$ cat src/rtl/clk_sel_ctrl.sv
// Programmable clock divider (N = 2/4/8/16/28/5) with glitch-free divide change at period boundary.
// Outputs registered, one cycle behind cnt; sel_req held until sel_ack. Optional period counter: CLK_SEL_PERIOD_CNT_EN.
module clk_sel_ctrl (
  input  logic        clkIn,
  input  logic        rst,
  input  logic        run,
  input  logic        sel_req,
  input  logic [2:0]  sel_div,
  output logic        sel_ack,
  output logic        sel_err,
  output logic        busy,
  output logic [2:0]  cur_div,
  output logic        clk_en,
  output logic        div_out,
  output logic [15:0] period_cnt
);

  typedef enum logic [1:0] {
    RUN   = 2'd0,
    PEND  = 2'd1,
    APPLY = 2'd2
  } state_t;

  state_t     state;
  state_t     state_nxt;
  logic [4:0] cnt;
  logic [4:0] last_cnt;
  logic [4:0] half_cnt;
  logic [2:0] pend_div;
  logic       armed;
  logic       err_q;
  logic       code_ok;
  logic       accept;

  function automatic logic [4:0] div_last(input logic [2:0] code);
    logic [4:0] r;
    case (code)
      3'd0:    r = 5'd1;
      3'd1:    r = 5'd3;
      3'd2:    r = 5'd7;
      3'd3:    r = 5'd15;
      3'd4:    r = 5'd27;
      3'd5:    r = 5'd4;
      default: r = 5'd1;
    endcase
    return r;
  endfunction

  function automatic logic [4:0] div_half(input logic [2:0] code);
    logic [4:0] r;
    case (code)
      3'd0:    r = 5'd1;
      3'd1:    r = 5'd2;
      3'd2:    r = 5'd4;
      3'd3:    r = 5'd8;
      3'd4:    r = 5'd14;
      3'd5:    r = 5'd2;
      default: r = 5'd1;
    endcase
    return r;
  endfunction

  assign last_cnt = div_last(cur_div);
  assign half_cnt = div_half(cur_div);
  assign code_ok  = (sel_div <= 3'd5);
  // A request counts only once sel_req has been seen low since the last accepted one.
  assign accept   = (state == RUN) && sel_req && armed;

  always_ff @(posedge clkIn or negedge rst) begin
    if (!rst) begin
      state <= RUN;
    end else begin
      state <= state_nxt;
    end
  end

  always_comb begin
    state_nxt = state;
    busy      = 1'b0;
    sel_ack   = err_q;
    case (state)
      RUN: begin
        if (accept && code_ok) begin
          state_nxt = PEND;
        end
      end
      PEND: begin
        busy = 1'b1;
        if (!run || (cnt == last_cnt)) begin
          state_nxt = APPLY;
        end
      end
      APPLY: begin
        sel_ack   = 1'b1;
        state_nxt = RUN;
      end
      default: state_nxt = RUN;
    endcase
  end

  assign sel_err = err_q;

  // The APPLY cycle is a dead cycle (div_out low, no clk_en) so the new
  // divisor always starts from cnt=0 with a full-length first period.
  always_ff @(posedge clkIn or negedge rst) begin
    if (!rst) begin
      cnt     <= 5'd0;
      clk_en  <= 1'b0;
      div_out <= 1'b0;
    end else begin
      if (state == APPLY) begin
        cnt <= 5'd0;
      end else if (run) begin
        cnt <= (cnt == last_cnt) ? 5'd0 : cnt + 5'd1;
      end
      clk_en  <= run && (state != APPLY) && (cnt == last_cnt);
      div_out <= run && (state != APPLY) && (cnt < half_cnt);
    end
  end

  always_ff @(posedge clkIn or negedge rst) begin
    if (!rst) begin
      cur_div  <= 3'd0;
      pend_div <= 3'd0;
      err_q    <= 1'b0;
      armed    <= 1'b1;
    end else begin
      if (state == APPLY) begin
        cur_div <= pend_div;
      end
      if (accept && code_ok) begin
        pend_div <= sel_div;
      end
      err_q <= accept && !code_ok;
      if (accept) begin
        armed <= 1'b0;
      end else if (!sel_req) begin
        armed <= 1'b1;
      end
    end
  end

`ifdef CLK_SEL_PERIOD_CNT_EN
  logic [15:0] period_q;

  // Counts visible clk_en pulses; APPLY clear wins over a coincident pulse.
  always_ff @(posedge clkIn or negedge rst) begin
    if (!rst) begin
      period_q <= 16'd0;
    end else if (state == APPLY) begin
      period_q <= 16'd0;
    end else if (clk_en) begin
      period_q <= period_q + 16'd1;
    end
  end

  assign period_cnt = period_q;
`else
  assign period_cnt = 16'd0;
`endif

endmodule

$ cat config.mk
export PLATFORM = sky130hd
export DESIGN_NAME = clk_sel_ctrl
export DESIGN_NICKNAME = d
export VERILOG_FILES = /design/src/rtl/clk_sel_ctrl.sv
export SDC_FILE = /design/constraint.sdc
export NUM_CORES = 1
export LEC_CHECK = 0
export CAP_MARGIN = 0
export CORE_MARGIN = 2
export CORE_UTILIZATION = 51
export CTS_CLUSTER_DIAMETER = 120
export CTS_CLUSTER_SIZE = 20
export DETAILED_ROUTE_END_ITERATION = 16
export GPL_TIMING_DRIVEN = 0
export PLACE_DENSITY = 0.88
export SYNTH_ARGS = -nofsm -noshare
export SYNTH_HDL_FRONTEND = slang
export SYNTH_SLANG_ARGS = --single-unit
$ cat constraint.sdc
create_clock -name clkIn -period 7 [get_ports clkIn]
set_input_delay 1.75 -clock clkIn [delete_from_list [all_inputs] [get_ports clkIn]]
set_output_delay 1.75 -clock clkIn [all_outputs]
set_load 0.03 [all_outputs]
# Yosys cells after proc, flatten, opt, wreduce, memory -nomap -nowiden

Index checks and enable logic that the tools add are counted.
Widths: inputs -> output; s select.

Multiply operators: 0
Equality and inequality tests: 12
Div/mod/pow operators: 0
Add/sub/neg operators: 1
Bitwise operators: 0
Muxes and demuxes: 12
$lt $le $gt $ge: 2
Shift-type cells: 0
Reductions and logical operators: 14

Operator list:

| cell                | count |
|---|---|
| $pmux 5 s5          | 1 |
| $pmux 4 s4          | 1 |
| $mux 5              | 3 |
| $logic_and 1x1->1   | 7 |
| $eq 3x2->1 const B  | 2 |
| $eq 3x3->1 const B  | 2 |
| $add 5x1->5 const B | 1 |
| $eq 5x5->1          | 1 |
| $lt 5x5->1          | 1 |
| $mux 1              | 4 |
| $mux 2              | 2 |
| $ne 2x1->1 const B  | 2 |
| $ne 2x2->1 const B  | 2 |
| $pmux 2 s2          | 1 |
| $eq 3x1->1 const B  | 1 |
| $le 3x3->1 const B  | 1 |
| $eq 2x1->1 const B  | 1 |
| $eq 2x2->1 const B  | 1 |
| $logic_not 1->1     | 2 |
| $logic_not 2->1     | 1 |
| $reduce_and 2->1    | 1 |
| $reduce_bool 2->1   | 1 |
| $reduce_or 2->1     | 1 |
| $logic_or 1x1->1    | 1 |

Output and inout port bits: 24
Memories: 0
RAM bits: 0
Bits in latches: 0
Input bits: 7
ROM bits: 0
Flip-flop bits (word level): 17

# Longest topological paths before layout

Depth after elaboration: 6
Depth in mapped cells: 10

# Worst setup path after synthesis

Ideal clock, no wire load.

Path kind: register to output
Start: register state[1]
End: output sel_ack
Path buffers: 1
Data arrival time: 0.992 ns
Cell stages (with the launch flop): 4
Slack: 4.258 ns
Cell sequence: dfrtp_1 nand2b_1 clkbuf_1 nand2b_1

Word-level cells in the longest chain between the ends: 2

Ends and longest elaborated chain:

| item                   | RTL line | text |
|---|---|---|
| start, declared        | 24       | `state_t state;` |
| start signal, assigned | 73       | `state <= state_nxt;` |
| $eq 2x2->1             | 81       | `case (state)` |
| $mux 1                 | 81       |  |
| end, declared          | 9        | `output logic sel_ack,` |

Every way passes these cells.

# Final worst setup path

Start: register state[0]
End: output sel_ack

The elaborated chain is that of the path after synthesis.

==> key figures <==
Layout
  • P&R area growth vs syn: 22.0%
  • Filler cell count: 184
  • Nets: approximately 170
  • Ant. Diodes: 0
  • Post-route cell area: between 1000 and 1500 µm²
  • Layout cells sized above 1: around a fifth
  • Area occupied by multi-input gates: approximately 640 µm²
  • Register Area: ~430 µm²

Critical path
  • Crit path arrival time: ~1.9 ns
  • CP endpoint kind: output pin
  • R2R Setup Slk: about 4.5 ns
  • Slowest CP cell: clkdlybuf4s50_1
  • CP max stage delay: approximately 0.67 ns
  • Crit-path cells: nand2b_1, clkbuf_1, nand2b_1, clkdlybuf4s50_1
  • WP data required: approximately 5.3 ns
  • WP buf/inv: 2
  • Maximum fanout along the worst path: 10
  • Kind of critical path: flop to output pin
  • Most frequent CP cell: nand2b_1
  • Worst setup SP type: flop
  • CP delay by family, top: buffers and inverters

CTS
  • Clk root buf: clkbuf_4
  • Clock Path Buffers: 2
  • Hold-fix buffers at CTS: 0
  • Clk Latency, worst-skew pair: just under 0.3 ns
  • Total clock sinks: 17
  • H-Tree Level Count: 1
  • CTS tree: built
  • Setup repair bufs after CTS: 0
  • Num CTS Buffers: 3
  • CTS resizes: 0
  • Clock Pin Slew Worst Setup and Hold Paths: 0.10 ns

Placement
  • Post-placement setup slack: ~3.7 ns
  • Gpl congestion: a little over 0.8
  • DP Area: about 1400 µm²
  • DP HPWL: 1700 µm
  • Number of port buffers: 14

Synthesis
  • Ranking of synthesized cells by area: dfrtp_1 (34%), buf_4 (10%), ha_1 (5.3%)
  • Post-Synthesis Cells: 123
  • Share of the synthesized area in the top cell type: 34.2%
  • Post-synthesis cell area: 1170 µm²
  • Prevailing post-synth register cell: dfrtp_1
  • Post-synth EDFFs: 0
  • Synth warnings: 0
  • Post-synth ARST share: 100%
  • Mean post-synth cell area: between 9 and 10 µm²
  • #FFs+latches synth: 17
  • Netlist cell types: 39
  • Post-synth top cells: buf_4 (16), dfrtp_1 (16), nor2_1 (14)
  • Register area share after synthesis: between 30% and 40%
  • Leading area contributor after synthesis: dfrtp_1

Timing
  • Maximum clock frequency: ~270 MHz
  • Post-route setup TNS: 0 ns
  • Slew HR: 49.5%
  • # setup viols final: 0
  • Clock skew: 0.000997 ns
  • Crit share post-route: 52.4%
  • Max Slew Vio Count: 0
  • Setup ws final: approximately 3.3 ns
  • Worst-Margin Slew: roughly 0.76 ns
  • Final min period: around 3.7 ns
  • Final Hold Fails: 0
  • Unrepaired setup endpoints after global routing: no

Die
  • Die Footprint: ~2700 µm²
  • Ports: 31
  • Die height: a little over 50 µm
  • Core Region: ~2200 µm²
  • Cell row count: 17
  • Starting Density: 53.5%
  • Die width: slightly above 50 µm

Job
  • Max Cap Viol: 0

Power and ir drop
  • Maximum VDD drop: 255 µV
  • Power per cell area: 444 nW/µm²
  • Pleak: around 0.66 nW

GRT
  • Initial antenna violation count: 0
  • GRT Total Usage: roughly a fifth
  • First-pass GRT wire length: around 3900 µm
  • Largest net degree at the start of global routing: 18
  • Grt ovf: 0
  • Vias in the first global route: 862

Routing
  • Initial DRC count: 26
  • Drt total wl: approximately 2200 µm
  • Initial DRT Pass Iterations: 4
  • Drt drc: 0
  • Post-route ant nets: 0
  • Routed wire per std cell: about 12 µm
  • DR vias: approximately 950
  • Via density: around 5

Outcome
  • Status: completed

Min path
  • Hold Crit Class: flop to flop
sequential cells by signal, indices dropped and copies added (netlist names):
| signal | count |
|---|---|
| cnt | 5 |
| cur_div | 3 |
| pend_div | 3 |
| state | 2 |
| armed | 1 |
| clk_en | 1 |
| div_out | 1 |
| sel_err | 1 |
power by group:
part / internal (W) / total, W / switching, W
combinational: 0.000184 / 0.000414 / 0.000230
sequential: 0.000137 / 0.000168 / 0.0000315
clock: 0.0000222 / 0.0000529 / 0.0000307
total: 0.000343 / 0.000635 / 0.000292
through the flow:
step           std cells  utilization (%)  total power, W  hold WS, ns
2_1_floorplan        138                -        0.000484        0.457
3_3_place_gp         180             64.0        0.000567        0.474
3_5_place_dp         180             64.0        0.000581        0.479
4_1_cts              184             65.2        0.000634        0.495
5_1_grt              184             65.2        0.000694        0.536
6_report             184             65.2        0.000635        0.491
per-layer routing:
| metal | up-vias | wire (µm) | GRT usage, % | share of wire (%) |
|---|---|---|---|---|
| met3 | 5 | 70 | 1.15 | 3.1 |
| li1 | 475 | - | - | - |
| met4 | 0 | 46 | 9.21 | 2.1 |
| met1 | 443 | 1030 | 26.5 | 46 |
| met5 | - | 0 | 0 | 0 |
| met2 | 24 | 1080 | 30.6 | 48 |
layout make-up:
cell class,instances,share of cell area (%)
clock buffer,4,1.84
timing repair buffer,14,9.81
tap,28,2.45
sequential,17,29.9
multi-input combinational,99,44.9
inverter,1,0.263
buffer,21,10.9
logic make-up after synthesis:
logic type | after synthesis | share of synthesized area (%)
AOI/OAI and AO/OA | 29 | 17.4
xor gates and xnor gates | 4 | 2.99
and+or+nand+nor | 41 | 20.1
adders and majority gates | 5 | 5.34
buffers and inverters | 22 | 13.6
other | 1 | 0.320
muxes | 4 | 3.85
DFF | 17 | 36.4
final timing paths:
check,from,to,depth (start not counted)
max reg2reg,cur_div[2]$_DFFE_PN0P_,state[0]$_DFFE_PN0P_,8
max in group asynchronous,rst,cur_div[2]$_DFFE_PN0P_,1
min in group asynchronous,rst,cnt[2]$_DFFE_PN0P_,1
min,armed$_DFFE_PN1P_,armed$_DFFE_PN1P_,2
min reg2reg,armed$_DFFE_PN1P_,armed$_DFFE_PN1P_,2
max,state[0]$_DFFE_PN0P_,sel_ack,4
worst reg2reg max path: stages, from the launching register on:
cell,delay (ns)
dfrtp_1,0.37
buf_6,0.14
inv_1,0.06
ha_1,0.40
nor2_1,0.08
a311o_1,0.35
o22a_1,0.22
or4_4,0.56
a31o_1,0.23
placed cells by master, fill, tap and decap left out, types with 2 or more instances in the layout:
master,synthesis,routed
nor2b_1,3,3
nand2b_1,5,5
conb_1,1,16
nor3_1,2,2
a21boi_1,2,2
and3_1,2,2
o21bai_1,2,2
xnor2_1,3,3
nor3b_1,2,2
o21a_1,2,2
buf_6,2,2
o21ai_0,7,7
nand3_1,4,4
buf_4,16,16
mux2_2,4,4
ha_1,5,5
dfrtp_1,16,16
clkbuf_1,2,3
a31oi_1,5,5
clkbuf_4,0,3
nand2_1,4,4
nor2_1,14,14
clkdlybuf4s50_1,0,14
o211ai_1,3,3
Note: power is estimated with default switching activity, not from simulation.
